File: src/rtl/cw305_pmul_seq_if.sv
// Bus bundle tying the point-multiplication sequencer to the CW305 register block
// (operand reads, result writes, status) and to the ECC scalar-multiply core.
interface cw305_pmul_seq_if #(
  parameter int pADDR_WIDTH = 3
) ();
  logic                   I_start;
  logic [31:0]            I_k_word;
  logic [31:0]            I_gx_word;
  logic [31:0]            I_gy_word;
  logic [pADDR_WIDTH-1:0] k_addr;
  logic [pADDR_WIDTH-1:0] gx_addr;
  logic [pADDR_WIDTH-1:0] gy_addr;
  logic [pADDR_WIDTH-1:0] rx_addr;
  logic [pADDR_WIDTH-1:0] ry_addr;
  logic                   rx_wren;
  logic                   ry_wren;
  logic [31:0]            O_rx_word;
  logic [31:0]            O_ry_word;
  logic                   O_ready;
  logic                   O_busy;
  logic                   O_done;
  logic                   O_error;

  logic                   core_ld_wr;
  logic [pADDR_WIDTH-1:0] core_ld_addr;
  logic [31:0]            core_ld_k;
  logic [31:0]            core_ld_gx;
  logic [31:0]            core_ld_gy;
  logic                   core_start;
  logic                   core_abort;
  logic                   I_core_done;
  logic [pADDR_WIDTH-1:0] core_rd_addr;
  logic [31:0]            I_core_rx_word;
  logic [31:0]            I_core_ry_word;

  modport master (
    input  I_start, I_k_word, I_gx_word, I_gy_word,
    input  I_core_done, I_core_rx_word, I_core_ry_word,
    output k_addr, gx_addr, gy_addr, rx_addr, ry_addr, rx_wren, ry_wren,
    output O_rx_word, O_ry_word, O_ready, O_busy, O_done, O_error,
    output core_ld_wr, core_ld_addr, core_ld_k, core_ld_gx, core_ld_gy,
    output core_start, core_abort, core_rd_addr
  );

  modport slave (
    output I_start, I_k_word, I_gx_word, I_gy_word,
    output I_core_done, I_core_rx_word, I_core_ry_word,
    input  k_addr, gx_addr, gy_addr, rx_addr, ry_addr, rx_wren, ry_wren,
    input  O_rx_word, O_ry_word, O_ready, O_busy, O_done, O_error,
    input  core_ld_wr, core_ld_addr, core_ld_k, core_ld_gx, core_ld_gy,
    input  core_start, core_abort, core_rd_addr
  );
endinterface

File: src/rtl/cw305_pmul_seq.sv
// Sequencer: loads k/Gx/Gy into the ECC core, launches it under a watchdog,
// then copies Rx/Ry back into the register block and reports status.
module cw305_pmul_seq #(
  parameter int pWORDS         = 8,
  parameter int pADDR_WIDTH    = 3,
  parameter int pTIMEOUT_WIDTH = 24
) (
  input logic              crypto_clk,
  input logic              reset_i,
  cw305_pmul_seq_if.master bus
);
  localparam int IDX_W = pADDR_WIDTH + 1;
  localparam logic [IDX_W-1:0]       IDX_LAST  = IDX_W'(pWORDS);
  localparam logic [pADDR_WIDTH-1:0] ADDR_LAST = pADDR_WIDTH'(pWORDS - 1);

  typedef enum logic [2:0] {S_IDLE, S_LOAD, S_START, S_RUN, S_UNLOAD, S_FIN} state_e;

  state_e                    state_q;
  logic [IDX_W-1:0]          idx_q;
  logic [IDX_W-1:0]          idx_d;
  logic [pTIMEOUT_WIDTH-1:0] wdog_q;
  logic [pADDR_WIDTH-1:0]    src_addr_q;
  logic [pADDR_WIDTH-1:0]    dst_addr_q;
  logic [31:0]               ld_k_q;
  logic                      ld_wr_q;
  logic                      wren_q;
  logic                      core_start_q;
  logic                      done_q;
  logic                      busy_q;
  logic                      ready_q;
  logic                      error_q;

  function automatic logic [pADDR_WIDTH-1:0] sat_addr(input logic [IDX_W-1:0] i);
    if (i >= IDX_LAST) begin
      return ADDR_LAST;
    end else begin
      return i[pADDR_WIDTH-1:0];
    end
  endfunction

  assign idx_d = idx_q + IDX_W'(1);

  // Source/destination addresses are loaded one cycle ahead so they are registered
  // outputs; the write strobe trails the read address by one cycle in LOAD and UNLOAD.
  always_ff @(posedge crypto_clk or negedge reset_i) begin
    if (!reset_i) begin
      state_q      <= S_IDLE;
      idx_q        <= '0;
      wdog_q       <= '0;
      src_addr_q   <= '0;
      dst_addr_q   <= '0;
      ld_k_q       <= 32'h0;
      ld_wr_q      <= 1'b0;
      wren_q       <= 1'b0;
      core_start_q <= 1'b0;
      done_q       <= 1'b0;
      busy_q       <= 1'b0;
      ready_q      <= 1'b1;
      error_q      <= 1'b0;
    end else begin
      ld_wr_q      <= 1'b0;
      wren_q       <= 1'b0;
      core_start_q <= 1'b0;
      done_q       <= 1'b0;
      case (state_q)
        S_IDLE: begin
          if (bus.I_start) begin
            state_q    <= S_LOAD;
            idx_q      <= '0;
            src_addr_q <= '0;
            error_q    <= 1'b0;
            busy_q     <= 1'b1;
            ready_q    <= 1'b0;
          end else begin
            state_q <= S_IDLE;
          end
        end
        S_LOAD: begin
          idx_q      <= idx_d;
          src_addr_q <= sat_addr(idx_d);
          dst_addr_q <= idx_q[pADDR_WIDTH-1:0];
          // k arrives combinationally; registering it lines it up with Gx/Gy
          ld_k_q     <= bus.I_k_word;
          if (idx_q == IDX_LAST) begin
            state_q      <= S_START;
            core_start_q <= 1'b1;
          end else begin
            ld_wr_q <= 1'b1;
          end
        end
        S_START: begin
          state_q <= S_RUN;
          wdog_q  <= '0;
        end
        S_RUN: begin
          wdog_q <= wdog_q + pTIMEOUT_WIDTH'(1);
          if (bus.I_core_done) begin
            state_q    <= S_UNLOAD;
            idx_q      <= '0;
            src_addr_q <= '0;
          end else if (&wdog_q) begin
            state_q <= S_FIN;
            done_q  <= 1'b1;
            error_q <= 1'b1;
          end else begin
            state_q <= S_RUN;
          end
        end
        S_UNLOAD: begin
          idx_q      <= idx_d;
          src_addr_q <= sat_addr(idx_d);
          dst_addr_q <= idx_q[pADDR_WIDTH-1:0];
          if (idx_q == IDX_LAST) begin
            state_q <= S_FIN;
            done_q  <= 1'b1;
          end else begin
            wren_q <= 1'b1;
          end
        end
        S_FIN: begin
          state_q <= S_IDLE;
          busy_q  <= 1'b0;
          ready_q <= 1'b1;
        end
        default: begin
          state_q <= S_IDLE;
          busy_q  <= 1'b0;
          ready_q <= 1'b1;
        end
      endcase
    end
  end

  assign bus.k_addr       = src_addr_q;
  assign bus.gx_addr      = src_addr_q;
  assign bus.gy_addr      = src_addr_q;
  assign bus.core_rd_addr = src_addr_q;
  assign bus.core_ld_addr = dst_addr_q;
  assign bus.rx_addr      = dst_addr_q;
  assign bus.ry_addr      = dst_addr_q;
  assign bus.core_ld_wr   = ld_wr_q;
  assign bus.core_ld_k    = ld_k_q;
  // Gx/Gy and result words are already registered at their source; gate them to 0 off-strobe
  assign bus.core_ld_gx   = ld_wr_q ? bus.I_gx_word : 32'h0;
  assign bus.core_ld_gy   = ld_wr_q ? bus.I_gy_word : 32'h0;
  assign bus.rx_wren      = wren_q;
  assign bus.ry_wren      = wren_q;
  assign bus.O_rx_word    = wren_q ? bus.I_core_rx_word : 32'h0;
  assign bus.O_ry_word    = wren_q ? bus.I_core_ry_word : 32'h0;
  assign bus.core_start   = core_start_q;
  // Abort must see done in the terminal cycle itself so that done wins
  assign bus.core_abort   = (state_q == S_RUN) && (&wdog_q) && !bus.I_core_done;
  assign bus.O_done       = done_q;
  assign bus.O_busy       = busy_q;
  assign bus.O_ready      = ready_q;
  assign bus.O_error      = error_q;
endmodule

File: src/flat_wrapper.sv
// flat-port wrapper written by rule: the top's interface ports become plain ports
module cw305_pmul_seq_flat 
#(
  parameter int pWORDS         = 8,
  parameter int pADDR_WIDTH    = 3,
  parameter int pTIMEOUT_WIDTH = 24
)
  (crypto_clk, reset_i, bus_I_start, bus_I_k_word, bus_I_gx_word, bus_I_gy_word, bus_I_core_done, bus_I_core_rx_word, bus_I_core_ry_word, bus_k_addr, bus_gx_addr, bus_gy_addr, bus_rx_addr, bus_ry_addr, bus_rx_wren, bus_ry_wren, bus_O_rx_word, bus_O_ry_word, bus_O_ready, bus_O_busy, bus_O_done, bus_O_error, bus_core_ld_wr, bus_core_ld_addr, bus_core_ld_k, bus_core_ld_gx, bus_core_ld_gy, bus_core_start, bus_core_abort, bus_core_rd_addr);
  cw305_pmul_seq_if #(.pADDR_WIDTH(pADDR_WIDTH)) bus_i ();
  input logic crypto_clk;
  input logic reset_i;
  input wire logic [$bits(bus_i.I_start)-1:0] bus_I_start;
  input wire logic [$bits(bus_i.I_k_word)-1:0] bus_I_k_word;
  input wire logic [$bits(bus_i.I_gx_word)-1:0] bus_I_gx_word;
  input wire logic [$bits(bus_i.I_gy_word)-1:0] bus_I_gy_word;
  input wire logic [$bits(bus_i.I_core_done)-1:0] bus_I_core_done;
  input wire logic [$bits(bus_i.I_core_rx_word)-1:0] bus_I_core_rx_word;
  input wire logic [$bits(bus_i.I_core_ry_word)-1:0] bus_I_core_ry_word;
  output wire logic [$bits(bus_i.k_addr)-1:0] bus_k_addr;
  output wire logic [$bits(bus_i.gx_addr)-1:0] bus_gx_addr;
  output wire logic [$bits(bus_i.gy_addr)-1:0] bus_gy_addr;
  output wire logic [$bits(bus_i.rx_addr)-1:0] bus_rx_addr;
  output wire logic [$bits(bus_i.ry_addr)-1:0] bus_ry_addr;
  output wire logic [$bits(bus_i.rx_wren)-1:0] bus_rx_wren;
  output wire logic [$bits(bus_i.ry_wren)-1:0] bus_ry_wren;
  output wire logic [$bits(bus_i.O_rx_word)-1:0] bus_O_rx_word;
  output wire logic [$bits(bus_i.O_ry_word)-1:0] bus_O_ry_word;
  output wire logic [$bits(bus_i.O_ready)-1:0] bus_O_ready;
  output wire logic [$bits(bus_i.O_busy)-1:0] bus_O_busy;
  output wire logic [$bits(bus_i.O_done)-1:0] bus_O_done;
  output wire logic [$bits(bus_i.O_error)-1:0] bus_O_error;
  output wire logic [$bits(bus_i.core_ld_wr)-1:0] bus_core_ld_wr;
  output wire logic [$bits(bus_i.core_ld_addr)-1:0] bus_core_ld_addr;
  output wire logic [$bits(bus_i.core_ld_k)-1:0] bus_core_ld_k;
  output wire logic [$bits(bus_i.core_ld_gx)-1:0] bus_core_ld_gx;
  output wire logic [$bits(bus_i.core_ld_gy)-1:0] bus_core_ld_gy;
  output wire logic [$bits(bus_i.core_start)-1:0] bus_core_start;
  output wire logic [$bits(bus_i.core_abort)-1:0] bus_core_abort;
  output wire logic [$bits(bus_i.core_rd_addr)-1:0] bus_core_rd_addr;
  assign bus_i.I_start = bus_I_start;
  assign bus_i.I_k_word = bus_I_k_word;
  assign bus_i.I_gx_word = bus_I_gx_word;
  assign bus_i.I_gy_word = bus_I_gy_word;
  assign bus_i.I_core_done = bus_I_core_done;
  assign bus_i.I_core_rx_word = bus_I_core_rx_word;
  assign bus_i.I_core_ry_word = bus_I_core_ry_word;
  assign bus_k_addr = bus_i.k_addr;
  assign bus_gx_addr = bus_i.gx_addr;
  assign bus_gy_addr = bus_i.gy_addr;
  assign bus_rx_addr = bus_i.rx_addr;
  assign bus_ry_addr = bus_i.ry_addr;
  assign bus_rx_wren = bus_i.rx_wren;
  assign bus_ry_wren = bus_i.ry_wren;
  assign bus_O_rx_word = bus_i.O_rx_word;
  assign bus_O_ry_word = bus_i.O_ry_word;
  assign bus_O_ready = bus_i.O_ready;
  assign bus_O_busy = bus_i.O_busy;
  assign bus_O_done = bus_i.O_done;
  assign bus_O_error = bus_i.O_error;
  assign bus_core_ld_wr = bus_i.core_ld_wr;
  assign bus_core_ld_addr = bus_i.core_ld_addr;
  assign bus_core_ld_k = bus_i.core_ld_k;
  assign bus_core_ld_gx = bus_i.core_ld_gx;
  assign bus_core_ld_gy = bus_i.core_ld_gy;
  assign bus_core_start = bus_i.core_start;
  assign bus_core_abort = bus_i.core_abort;
  assign bus_core_rd_addr = bus_i.core_rd_addr;
  cw305_pmul_seq #(.pWORDS(pWORDS), .pADDR_WIDTH(pADDR_WIDTH), .pTIMEOUT_WIDTH(pTIMEOUT_WIDTH)) u_core (.crypto_clk(crypto_clk), .reset_i(reset_i), .bus(bus_i));
endmodule
File: config.mk
export PLATFORM = sky130hd
export DESIGN_NAME = cw305_pmul_seq_flat
export DESIGN_NICKNAME = d
export VERILOG_FILES = /design/src/rtl/cw305_pmul_seq_if.sv /design/src/rtl/cw305_pmul_seq.sv /design/src/flat_wrapper.sv
export SDC_FILE = /design/constraint.sdc
export NUM_CORES = 1
export LEC_CHECK = 0
export CORE_AREA = 2 2 136 138
export CTS_BUF_LIST = sky130_fd_sc_hd__clkbuf_2
export DETAILED_ROUTE_END_ITERATION = 10
export DIE_AREA = 0 0 138 140
export RECOVER_POWER = 50
export SKIP_LAST_GASP = 1
export SYNTH_ARGS = -nofsm -noshare
export SYNTH_HDL_FRONTEND = slang
export SYNTH_SLANG_ARGS = --single-unit
File: constraint.sdc
create_clock -name crypto_clk -period 2.8 [get_ports crypto_clk]
set_clock_uncertainty 0.2 [all_clocks]
set_input_delay 0.56 -clock crypto_clk [delete_from_list [all_inputs] [get_ports crypto_clk]]
set_output_delay 0.56 -clock crypto_clk [all_outputs]
set_load 0.02 [all_outputs]
==> results of run 1 <==
## cells in the final DEF, fill, tap and decap left out, types with 7 or more instances in the layout
cell and instances:
sky130_fd_sc_hd__a21oi_1 12, sky130_fd_sc_hd__and2_1 130, sky130_fd_sc_hd__buf_4 44, sky130_fd_sc_hd__clkbuf_2 14, sky130_fd_sc_hd__clkdlybuf4s50_1 239, sky130_fd_sc_hd__dfrtp_1 73
sky130_fd_sc_hd__dlygate4sd2_1 78, sky130_fd_sc_hd__dlygate4sd3_1 18, sky130_fd_sc_hd__mux2_1 35, sky130_fd_sc_hd__mux2i_1 7, sky130_fd_sc_hd__nand2_1 30, sky130_fd_sc_hd__nand3_1 15
sky130_fd_sc_hd__nor2_1 16, sky130_fd_sc_hd__o21ai_0 13, sky130_fd_sc_hd__o31ai_1 12, sky130_fd_sc_hd__or4_1 8
## through the flow
step	std cells	utilization [%]	hold WS [ns]	TNS (ns)
global placement	1039	46.8	0.267	-0.136
floorplan	464	-	0.0644	0
global route	1066	47.3	0.323	-3.34
finish	1066	47.3	0.302	-0.132
detailed placement	1039	46.8	0.275	-0.167
CTS	1058	46.9	0.296	-0.179
## registers in the layout, summed over array words and instances, names as in the netlist
name and count:
u_core.bus.O_busy 1, u_core.bus.O_done 1, u_core.bus.O_error 1, u_core.bus.O_ready 1
u_core.bus.core_ld_addr 3, u_core.bus.core_ld_k 32, u_core.bus.core_ld_wr 1, u_core.bus.core_rd_addr 3
u_core.bus.core_start 1, u_core.bus.rx_wren 1, u_core.idx_q 4, u_core.state_q 3
u_core.wdog_q 24
## what timing repair did
item                                    in CTS  in global routing
gates cloned                                 0                  2
pin swaps                                    1                  2
hold buffers                                 1                  0
resized for setup                           87                  5
setup buffers                                2                  6
endpoints found under the setup margin      79                 33
endpoints found under the hold margin       24                  0
## final timing paths
| kind | startpoint | end | slack (ns) | cells after the start |
|---|---|---|---|---|
| worst max register to register | u_core.state_q[0] | u_core.bus.core_ld_k[22] | 0.05 | 5 |
| worst min register to register | u_core.bus.O_ready | u_core.bus.O_ready | 0.30 | 2 |
| min in group asynchronous | reset_i | u_core.state_q[1] | 0.66 | 2 |
| max in group asynchronous | reset_i | u_core.bus.core_ld_addr[0] | 0.29 | 3 |
| worst min-delay path | u_core.bus.O_ready | u_core.bus.O_ready | 0.30 | 2 |
| worst max-delay path | u_core.wdog_q[9] | bus_core_abort | -0.13 | 5 |
## power breakdown
group / internal, uW / switching (uW) / total [uW]
Combinational: 1830 / 2130 / 3960
Sequential: 1470 / 251 / 1730
Clock: 112 / 371 / 483
Total: 3410 / 2760 / 6170
## routing by layer
| metal | track usage (%) | vias to the layer above |
|---|---|---|
| met3 | 6.60 | 12 |
| met1 | 30.9 | 2422 |
| li1 | - | 2307 |
| met2 | 36.0 | 231 |
| met4 | 3.54 | 2 |
| met5 | 0 | - |
## synthesized netlist by cell type, types with 6 or more instances
library cell and n:
sky130_fd_sc_hd__o31ai_1 12, sky130_fd_sc_hd__or4_1 8, sky130_fd_sc_hd__a22o_1 6, sky130_fd_sc_hd__clkbuf_1 26
sky130_fd_sc_hd__nand3_1 16, sky130_fd_sc_hd__dfrtp_1 75, sky130_fd_sc_hd__nor2_1 17, sky130_fd_sc_hd__mux2_1 35
sky130_fd_sc_hd__o21ai_1 15, sky130_fd_sc_hd__and2_1 130, sky130_fd_sc_hd__buf_4 16, sky130_fd_sc_hd__a21oi_1 12
sky130_fd_sc_hd__mux2i_1 7, sky130_fd_sc_hd__nand2_1 30
## cells by family (layout without fill, tap and decap cells)
kind of cell	count (synthesis)	in the layout	synth area share, %
AND/OR/NAND/NOR	230	230	30.1
multiplexers	42	42	10.5
flip-flops	76	76	43.0
XOR/XNOR	4	4	0.791
buffers and inverters	49	422	5.93
adder cells (fa/ha/maj)	3	3	0.848
AO/OA/AOI/OAI	60	60	8.93
## area by class of cell
type | count | area, sq um | area share, %
Timing Repair Buffer | 401 | 3850 | 45.7
Multi-Input combinational cell | 339 | 2280 | 27.1
Sequential cell | 76 | 1910 | 22.6
Tap cell | 229 | 287 | 3.40
Clock buffer | 11 | 55.1 | 0.654
Clock inverter | 5 | 20.0 | 0.238
Inverter | 5 | 18.8 | 0.223
## worst max-delay path: stages, from the launching register on
cell and delay, ns:
sky130_fd_sc_hd__dfrtp_1 0.41, sky130_fd_sc_hd__nand3_2 0.09, sky130_fd_sc_hd__or4_4 0.56, sky130_fd_sc_hd__or3_4 0.37
sky130_fd_sc_hd__nor2_4 0.09, sky130_fd_sc_hd__buf_6 0.12
==> run summary, run 1 <==
The flow ran to the end, but the final reports show violations. The final reports fail on negative setup slack. The number of enable-type register cells in the synthesized netlist came out at 0. The initial utilization of the core area, before any placement, comes to 24.9%.

For the number of rows in the core area, the log shows 49. For the overall track demand over capacity in global routing, the log shows 22.5%. In this run the worst hold path is classified as reg -> reg. The overall overflow remaining after global route was 0. Detailed routing inserted a total of 4974 vias. The count of filler cells inserted in the layout is 1706, and the clock-pin transition on the worst setup and hold timing paths is 0.19 ns. TritonCTS created 9 clock buffers.

Sequential elements use 43.0% of the synthesized area. The number of diodes was 0. Kind of capture point of the worst setup path: a primary output.

In this run, the number of DRC markers left after iteration 0 of detailed routing was 209. Setup repair after global routing could not meet its margin everywhere. The floorplan step defined a die boundary enclosing 19300 sq um. In the detailed route, the total length drawn on met2 is 10500 um. The final layout contains 999 nets. The final number of setup-violating endpoints is 1, and the final wirelength is 22700 um. In this run the tool buffered the top-level ports with 353 buffer cells.

The count of pins on the block boundary was 354; the routability congestion estimate from global placement was 0.889. The power density over cell area is 733 nW/um^2, and the max-cap violation count is 0. The total power is 6170 uW.

After detailed routing, the average wire length per cell comes to 21.3 um. The maximum ir drop on the vdd rail is 0.488 mV. Summed over all nets, wire length on met3 after detailed routing comes to 1680 um.

The worst-margin pin slew was 1.47 ns; the number of nets produced by synthesis was 631. The logs give 0.341 GHz for the highest clock frequency the design can meet and 0.00380 uW for the leakage power. The logs give 0 for the number of remaining DRC errors and 0 for the number of pins exceeding their max-slew limit in the final report. The run gives -0.132 ns as the final worst setup slack. The top fanout value on the critical path is 2, and the number of warning messages in the yosys log is 0. The total number of clock tree sinks is 76, and the worst relative slew slack is 1.90%.

TritonCTS built the clock tree. After synthesis, the largest area contributor takes up 42.4% of total cell area. The first global-routing pass estimated 33400 um of wire.

Relative to the synthesized area, the layout overhead comes to 90.0%. Cells with a size suffix above 1 make up 9.68% of the layout. The tools report the maximum buffer depth of the clock tree as 2. The proportion of synthesized flip-flops having asynchronous set or reset works out to 100%. The biggest area contributor in the post-synthesis netlist is sky130_fd_sc_hd__dfrtp_1. The final critical path time including I/O delays and setup works out to 2.93 ns. After detailed placement, the total cell area comes to 8320 sq um.

Entering global routing, the biggest net connects 66 pins. In the routed layout, each cell is associated on average with a via count of 4.67. The number of antenna violations at the first check in global routing came out at 2. In the finished design, the share of the clock period the worst path needs comes to 105%. The sum of net half-perimeters after detailed placement is 18000 um.

Latest clock arrival within the worst-skew pair: 0.55 ns. Startpoint kind of the worst setup timing path: a register. After synthesis the netlist holds a flip-flop and latch count of 76. The core region is 17800 sq um. For the worst setup path, the data arrival time is 2.17 ns. The overall die width works out to 138 um. The CTS root buffer is sky130_fd_sc_hd__clkbuf_2. The dominant synthesized flop cell was sky130_fd_sc_hd__dfrtp_1. The critical path in this run is classified as reg -> out. At the placement stage, the worst setup path has a slack of -0.167 ns.

For the H-tree depth, the log shows 3. The average cell area after synthesis was 9.55 sq um. The run gives 0 as the number of hold-slack violations in the final timing report. The count of cell types in the netlist is 47, and the via count of the first global-routing pass is 5159. By area the synthesized netlist is led by sky130_fd_sc_hd__dfrtp_1 (42%), sky130_fd_sc_hd__and2_1 (18%), sky130_fd_sc_hd__mux2_1 (8.9%).

After detailed routing, no signal wire sits above met5. The wire length the detailed router placed on met1 is 10300 um. Number of instances in the synthesized netlist: 464. Measured along the y axis, the die boundary spans 140 um. The data required time at the worst endpoint came out at 2.04 ns. The first TritonRoute pass finished after 4 iterations.

The count of nets left with antenna violations once routing finished came out at 0. With fillers left out, the area of the finished cells amounts to 8420 sq um. Summing every instance area after synthesis gives 4430 sq um.
(Power assumes the default switching activity.)
==> inputs of run 2 (changes only) <==
Settings changed: PLACE_DENSITY set to 0.73.
==> run 2 against run 1 <==
  * Clock-buffer cell count decreased by 2
  * The flow still finishes with violations (negative setup slack)
  * Largest power group unchanged
  * Die area unchanged
  * Sequential share of layout area decreased by 0.20 points
  * Sequential cell count unchanged
  * Via count decreased by 2.8%
  * Non-clock buffer count decreased by 3
==> run summary, run 2 (synthesized netlist as in run 1, its figures left out) <==
The tools report the startpoint kind of the worst setup timing path as a register (unchanged). The final number of setup-violating endpoints is 1 (unchanged). For the combinational power share, the log shows 62.5% (was 64.2%).

The logs give 3490 uW (was 3410 uW) for the total internal power and 0 (unchanged) for the count of antenna-violating nets left after detailed routing. The instance area at placement is 8320 sq um (unchanged), and the worst slack at placement is -0.175 ns (was -0.167 ns). Placeable core region: 17800 sq um (unchanged).

The run finished, with violations left. The switching power share of the total was 44.1% (was 44.7%); the leakage power was 0.00428 uW (was 0.00380 uW). For the number of nets at the end of the flow, the log shows 996 (was 999).

Top library cells by usage in the layout, fill and taps aside: sky130_fd_sc_hd__clkdlybuf4s50_1 (215), sky130_fd_sc_hd__and2_1 (130), sky130_fd_sc_hd__dlygate4sd2_1 (87), sky130_fd_sc_hd__dfrtp_1 (73), sky130_fd_sc_hd__mux2_1 (35) (was sky130_fd_sc_hd__clkdlybuf4s50_1 (239), sky130_fd_sc_hd__and2_1 (130), sky130_fd_sc_hd__dlygate4sd2_1 (78), sky130_fd_sc_hd__dfrtp_1 (73), sky130_fd_sc_hd__buf_4 (44)). Setup repair after global routing could not meet its margin everywhere. The arrival time at the worst endpoint is 2.13 ns (was 2.17 ns), and the number of remaining DRC errors is 0 (unchanged).

The latest clock arrival within the worst-skew pair was 0.52 ns (was 0.55 ns); the overall overflow remaining after global route was 0 (unchanged). Violated checks: negative setup slack (unchanged). The overall track demand over capacity in global routing was 21.2% (was 22.5%). The area overhead of the layout relative to synthesis was 91.7% (was 90.0%); the flip-flop count of the largest register, all copies and words added was 32 (unchanged). Number of clock buffers inserted by TritonCTS: 9 (unchanged). TritonCTS built the clock tree. The tools report the starting density of the core as 24.9% (unchanged). The average wire length per cell after detail routing is 20.1 um (was 21.3 um). The logs give 49 (unchanged) for the number of rows in the core area and 19300 sq um (unchanged) for the die footprint. The number of DRC markers in iteration 0 is 218 (was 209). The tools report the share of power burned in the clock network as 9.7% (was 7.8%).

Final critical path time including I/O delays and setup: 2.89 ns (was 2.93 ns). The longest individual stage delay on the worst path works out to 0.52 ns (was 0.56 ns). The kind of cell with the highest combined delay on the critical path is simple AND/OR/NAND/NOR gates (unchanged). The tools report the H-tree depth as 3 (unchanged).

Count of buffer and inverter cells on the critical path: 1 (unchanged). The worst hold slack after final layout was 0.302 ns (about the same). Sequence of cells on the critical path: nand3_2, or4_4, or3_4, nor2_4, buf_6 (unchanged). The path category of the worst min-delay check is reg -> reg (unchanged). The number of hold-slack violations in the final timing report was 0 (unchanged). The number of antenna violations at the first check in global routing came out at 0 (was 2).

The sum of net half-perimeters after detailed placement is 16800 um (was 18000 um), and the max-cap violation count is 0 (unchanged). The number of pins exceeding their max-slew limit in the final report was 0 (unchanged); the total number of clock tree sinks was 76 (unchanged). The logs give 5 (was 4) for the number of optimization iterations in the first detailed-route pass and 0.368 mV (was 0.488 mV) for the maximum ir drop on the vdd rail.

The run gives 4836 (was 4974) as the via count of the routed design. The worst relative slew slack came out at 11.9% (was 1.90%). Largest net degree at the start of global routing: 67 (was 66). The final worst setup slack came out at -0.0909 ns (was -0.132 ns). The overall die width was 138 um (unchanged); the first-pass GRT wire length was 31200 um (was 33400 um).

The die boundary height was 140 um (unchanged); the clock-pin transition on the worst setup and hold timing paths was 0.22 ns (was 0.19 ns). The number of diodes is 0 (unchanged), and the part of the total power dissipated in sequential elements is 27.8% (was 28.0%). The critical path class is reg -> out (unchanged). Kind of capture point of the worst setup path: a primary output (unchanged). The via count of the first global-routing pass was 4808 (was 5159). The CTS root buffer is sky130_fd_sc_hd__clkbuf_2 (unchanged). The routability congestion estimate from global placement came out at 0.866 (was 0.889). The detail-routed via count per cell is 4.55 (was 4.67), and the layout cell share with drive strength beyond 1 is 7.91% (was 9.68%). Number of buffers inserted by port buffering: 353 (unchanged). Most common library cell in the layout ignoring fill and taps: sky130_fd_sc_hd__clkdlybuf4s50_1 (unchanged). The maximum buffer depth of the clock tree is 2 (unchanged), and the count of pins on the block boundary is 354 (unchanged). The reported net switching power is 2750 uW (was 2760 uW). Top fanout value on the critical path: 2 (unchanged). The power density over cell area works out to 734 nW/um^2 (was 733 nW/um^2). Highest clock frequency the design can meet: 0.346 GHz (was 0.341 GHz). The worst-margin pin slew was 1.32 ns (was 1.47 ns); the final worst-path cycle share was 103% (was 105%).

Cell with the largest stage delay on the worst path: sky130_fd_sc_hd__or4_4 (unchanged). The post-route standard cell area excluding fillers is 8490 sq um (was 8420 sq um), and the final wirelength is 21400 um (was 22700 um). The data required time at the worst endpoint is 2.04 ns (about the same).
-- run 2: changes by cell type in the layout (fill, tap and decap cells not counted), moves of 2 or more --
cell                              before  now
sky130_fd_sc_hd__buf_12                6    3
sky130_fd_sc_hd__buf_4                44   32
sky130_fd_sc_hd__clkbuf_2             14   10
sky130_fd_sc_hd__clkdlybuf4s50_1     239  215
sky130_fd_sc_hd__clkinv_1              4    2
sky130_fd_sc_hd__clkinvlp_4            0    2
sky130_fd_sc_hd__dlygate4sd2_1        78   87
sky130_fd_sc_hd__dlymetal6s2s_1        3   30
-- run 2: worst reg2reg max path: cells and delay by family, from the launching register on --
family                 cells  cell delay [ns]
multiplexers               1             0.40
AND/OR/NAND/NOR            1             0.22
buffers and inverters      3             1.36
flip-flops                 1             0.43
-- run 2: timing repair --
action,4_1_cts,5_1_grt
pin swaps,6,1
resized for setup,96,31
cloned,1,1
setup buffers,4,1
setup endpoints to repair,88,40
hold endpoints to repair,24,0
hold buffers,1,0
-- run 2: final timing paths --
check | end | slack (ns) | startpoint | cells after the start
hold / removal | u_core.bus.O_ready | 0.30 | u_core.bus.O_ready | 2
hold reg to reg | u_core.bus.O_ready | 0.30 | u_core.bus.O_ready | 2
max in group asynchronous | u_core.bus.core_ld_k[8] | 0.29 | reset_i | 3
setup reg to reg | u_core.bus.core_ld_k[10] | 0.09 | u_core.state_q[0] | 5
min in group asynchronous | u_core.wdog_q[12] | 0.62 | reset_i | 2
setup / recovery | bus_core_abort | -0.09 | u_core.wdog_q[12] | 5
-- run 2: layer usage --
layer  part of all wire [%]  GRT usage (%)  vias to the layer above
met3                    5.0           4.92                       21
met2                     46           33.2                      168
li1                       -              -                     2301
met5                      0              0                        -
met1                     47           29.8                     2346
met4                    1.4           4.99                        0
-- run 2: power groups by stage --
stage / Sequential [uW] / Clock, uW / Combinational, uW
final: 1730 / 604 / 3900
after CTS: 1730 / 623 / 4020
after global routing: 1780 / 664 / 4150
after global placement: 1740 / 0 / 4040
after floorplan: 2100 / 0 / 1780
after detailed placement: 1760 / 0 / 4060
-- run 2: layout make-up --
cell class,count,area [sq um]
tap,229,287
sequential,76,1910
inverter,5,18.8
timing repair buffer,398,3890
multi-input combinational,339,2280
fill,1753,9290
clock inverter,7,66.3
clock buffer,9,45.0
-- run 2: metrics by stage --
step / setup TNS, ns / cells / util (%) / power (uW)
2_1_floorplan: 0 / 464 / - / 3880
3_3_place_gp: -0.155 / 1039 / 46.8 / 5780
3_5_place_dp: -0.175 / 1039 / 46.8 / 5820
4_1_cts: -0.182 / 1061 / 47.4 / 6370
5_1_grt: -1.86 / 1063 / 47.8 / 6600
6_report: -0.0909 / 1063 / 47.8 / 6230
==> inputs of run 3 (changes only) <==
Clock period 2.8 ns to 2.7 ns, I/O delays scaled along.
==> run 3 against run 2 <==
  * The flow still finishes with violations (negative setup slack)
  * Combinational power is 5.9% higher
  * Final area is 0.38% higher
  * Critical path depth is the same
  * Clock-buffer cell count stayed put
  * Setup slack worse by 0.077 ns
  * Via count shrank 0.10%
==> run summary, run 3 (synthesized netlist as in run 1, its figures left out) <==
For the reported net switching power, the log shows 2870 uW (was 2750 uW). The max-cap violation count was 0 (unchanged); the top fanout value on the critical path was 2 (unchanged). The flow ran to the end, but the final reports show violations. The average wire length per cell after detail routing is 20.7 um (was 20.1 um). Routability congestion estimate from global placement: 0.849 (was 0.866).

The run gives 2 (unchanged) as the maximum buffer depth of the clock tree. Overall track demand over capacity in global routing: 22.0% (was 21.2%). The arrival time at the worst endpoint is 2.13 ns (about the same). The tools report the startpoint kind of the worst setup timing path as a register (unchanged).

The worst slack at placement is -0.160 ns (was -0.175 ns), and the final worst setup slack is -0.168 ns (was -0.0909 ns). The number of antenna violations at the first check in global routing was 5 (was 0). The utilization of the core after routing came out at 47.9% (was 47.8%). The worst relative slew slack is 21.0% (was 11.9%), and the final number of setup-violating endpoints is 33 (was 1). Highest clock frequency the design can meet: 0.349 GHz. Kind of capture point of the worst setup path: a primary output (unchanged). The number of pins exceeding their max-slew limit in the final report is 0 (unchanged), and the die boundary height is 140 um (unchanged).

The number of hold-slack violations in the final timing report was 0 (unchanged); the number of clock buffers inserted by TritonCTS was 9 (unchanged). The total number of clock tree sinks was 76 (unchanged). Setup repair after global routing could not meet its margin everywhere. The run gives 49 (unchanged) as the number of rows in the core area. The via count of the first global-routing pass came out at 4637 (was 4808). The tools report the first-pass GRT wire length as 31900 um (was 31200 um).

The maximum ir drop on the vdd rail came out at 0.398 mV (was 0.368 mV). Count of filler cells inserted in the layout: 1707 (was 1753). Count of pins on the block boundary: 354 (unchanged).

The tools report the number of remaining DRC errors as 0 (unchanged). The tools report the largest net degree at the start of global routing as 57 (was 67). The run gives 3 (unchanged) as the H-tree depth. The switching power share of the total is 42.7% (was 44.1%). The CTS root buffer was sky130_fd_sc_hd__clkbuf_2 (unchanged). The part of the total power dissipated in sequential elements came out at 26.5% (was 27.8%). Critical path class: reg -> out (unchanged).

The data required time at the worst endpoint came out at 1.96 ns (was 2.04 ns). The sum of net half-perimeters after detailed placement is 17400 um (was 16800 um), and the leakage power is 0.00415 uW (was 0.00428 uW). The worst-margin pin slew came out at 1.19 ns (was 1.32 ns). Top library cells by usage in the layout, fill and taps aside: sky130_fd_sc_hd__clkdlybuf4s50_1 (205), sky130_fd_sc_hd__and2_1 (129), sky130_fd_sc_hd__dlygate4sd2_1 (91), sky130_fd_sc_hd__dfrtp_1 (74), sky130_fd_sc_hd__buf_4 (42) (was sky130_fd_sc_hd__clkdlybuf4s50_1 (215), sky130_fd_sc_hd__and2_1 (130), sky130_fd_sc_hd__dlygate4sd2_1 (87), sky130_fd_sc_hd__dfrtp_1 (73), sky130_fd_sc_hd__mux2_1 (35)). The layout cell share with drive strength beyond 1 is 10.4% (was 7.91%). The run gives 8380 sq um (was 8320 sq um) as the instance area at placement. Overall overflow remaining after global route: 0 (unchanged). For the final wirelength, the log shows 22200 um (was 21400 um).

The detail-routed via count per cell is 4.49 (was 4.55). Most common library cell in the layout ignoring fill and taps: sky130_fd_sc_hd__clkdlybuf4s50_1 (unchanged). The total power came out at 6720 uW (was 6230 uW). After layout, the worst path uses 106% of the clock period.

TritonCTS built the clock tree. The combinational power share is 61.5% (was 62.5%). The placeable core region is 17800 sq um (unchanged), and the flip-flop count of the largest register, all copies and words added is 32 (unchanged).

Final critical path time including I/O delays and setup: 2.87 ns. The latest clock arrival within the worst-skew pair came out at 0.50 ns (was 0.52 ns). The tools report the total internal power as 3850 uW (was 3490 uW). The logs give 12.0% (was 9.7%) for the share of power burned in the clock network and 228 (was 218) for the number of DRC markers in iteration 0. The starting density of the core is 24.9% (unchanged), and the clock-pin transition on the worst setup and hold timing paths is 0.20 ns (was 0.22 ns).

The tools report the die footprint as 19300 sq um (unchanged). The post-route standard cell area excluding fillers was 8520 sq um (was 8490 sq um); the overall die width was 138 um (unchanged). The path category of the worst min-delay check is reg -> reg (unchanged). Violated checks: negative setup slack (unchanged). The number of buffers inserted by port buffering came out at 353 (unchanged). The power density over cell area works out to 789 nW/um^2 (was 734 nW/um^2).

The area overhead of the layout relative to synthesis is 92.4% (was 91.7%), and the number of nets at the end of the flow is 1002 (was 996). The logs give 0 (unchanged) for the count of antenna-violating nets left after detailed routing and 4831 (was 4836) for the via count of the routed design. For the number of optimization iterations in the first detailed-route pass, the log shows 4 (was 5).
[run 3: worst max-delay path, cell delays in order (launching register included)]
cell	delay, ns
sky130_fd_sc_hd__dfrtp_1	0.40
sky130_fd_sc_hd__nand3_1	0.11
sky130_fd_sc_hd__or4_4	0.53
sky130_fd_sc_hd__or3_4	0.36
sky130_fd_sc_hd__nor2_4	0.10
sky130_fd_sc_hd__buf_6	0.12
[run 3: power groups by stage]
stage	Sequential [uW]	Clock [uW]	Combinational, uW
2_1_floorplan	2180	0	1840
3_3_place_gp	1790	0	4250
3_5_place_dp	1810	0	4290
4_1_cts	1790	833	4260
5_1_grt	1830	880	4370
6_report	1780	810	4130
[run 3: what timing repair did]
action                     in CTS  in global routing
hold endpoints to repair       43                  0
setup endpoints to repair     125                 54
gates cloned                    2                  0
pin swaps                       1                  1
resized for setup             112                 46
buffers inserted                3                  3
hold buffers                    1                  0
[run 3: final cells by class]
| type | count | area, sq um | share of cell area (%) |
|---|---|---|---|
| Inverter | 5 | 18.8 | 0.220 |
| Tap cell | 229 | 287 | 3.36 |
| Multi-Input combinational cell | 339 | 2280 | 26.7 |
| Sequential cell | 76 | 1900 | 22.3 |
| Clock inverter | 7 | 115 | 1.35 |
| Timing Repair Buffer | 404 | 3860 | 45.3 |
| Antenna cell | 6 | 15.0 | 0.176 |
| Clock buffer | 9 | 45.0 | 0.528 |
[run 3: final timing paths]
kind / start / end / slack [ns] / cells after the start
max: u_core.wdog_q[12] / bus_core_abort / -0.17 / 5
min: u_core.bus.O_ready / u_core.bus.O_ready / 0.30 / 2
max reg2reg: u_core.state_q[0] / u_core.bus.core_ld_k[18] / -0.06 / 5
min reg2reg: u_core.bus.O_ready / u_core.bus.O_ready / 0.30 / 2
max in group asynchronous: reset_i / u_core.bus.rx_wren / 0.21 / 3
min in group asynchronous: reset_i / u_core.wdog_q[0] / 0.56 / 2
[run 3: metal layers]
layer | vias to the layer above | routed length (um) | GRT usage, % | share of wire (%)
li1 | 2325 | - | - | -
met1 | 2295 | 10200 | 30.4 | 46
met2 | 182 | 10200 | 34.2 | 46
met3 | 23 | 1580 | 7.21 | 7.1
met4 | 6 | 268 | 3.81 | 1.2
met5 | - | 35 | 0 | 0.16
[run 3: stage by stage]
step | TNS, ns | instances | hold WS [ns]
floorplan | 0 | 464 | 0.0444
global placement | -0.140 | 1044 | 0.248
detailed placement | -0.160 | 1044 | 0.249
CTS | -0.236 | 1066 | 0.180
global route | -7.73 | 1069 | 0.319
finish | -1.18 | 1075 | 0.298
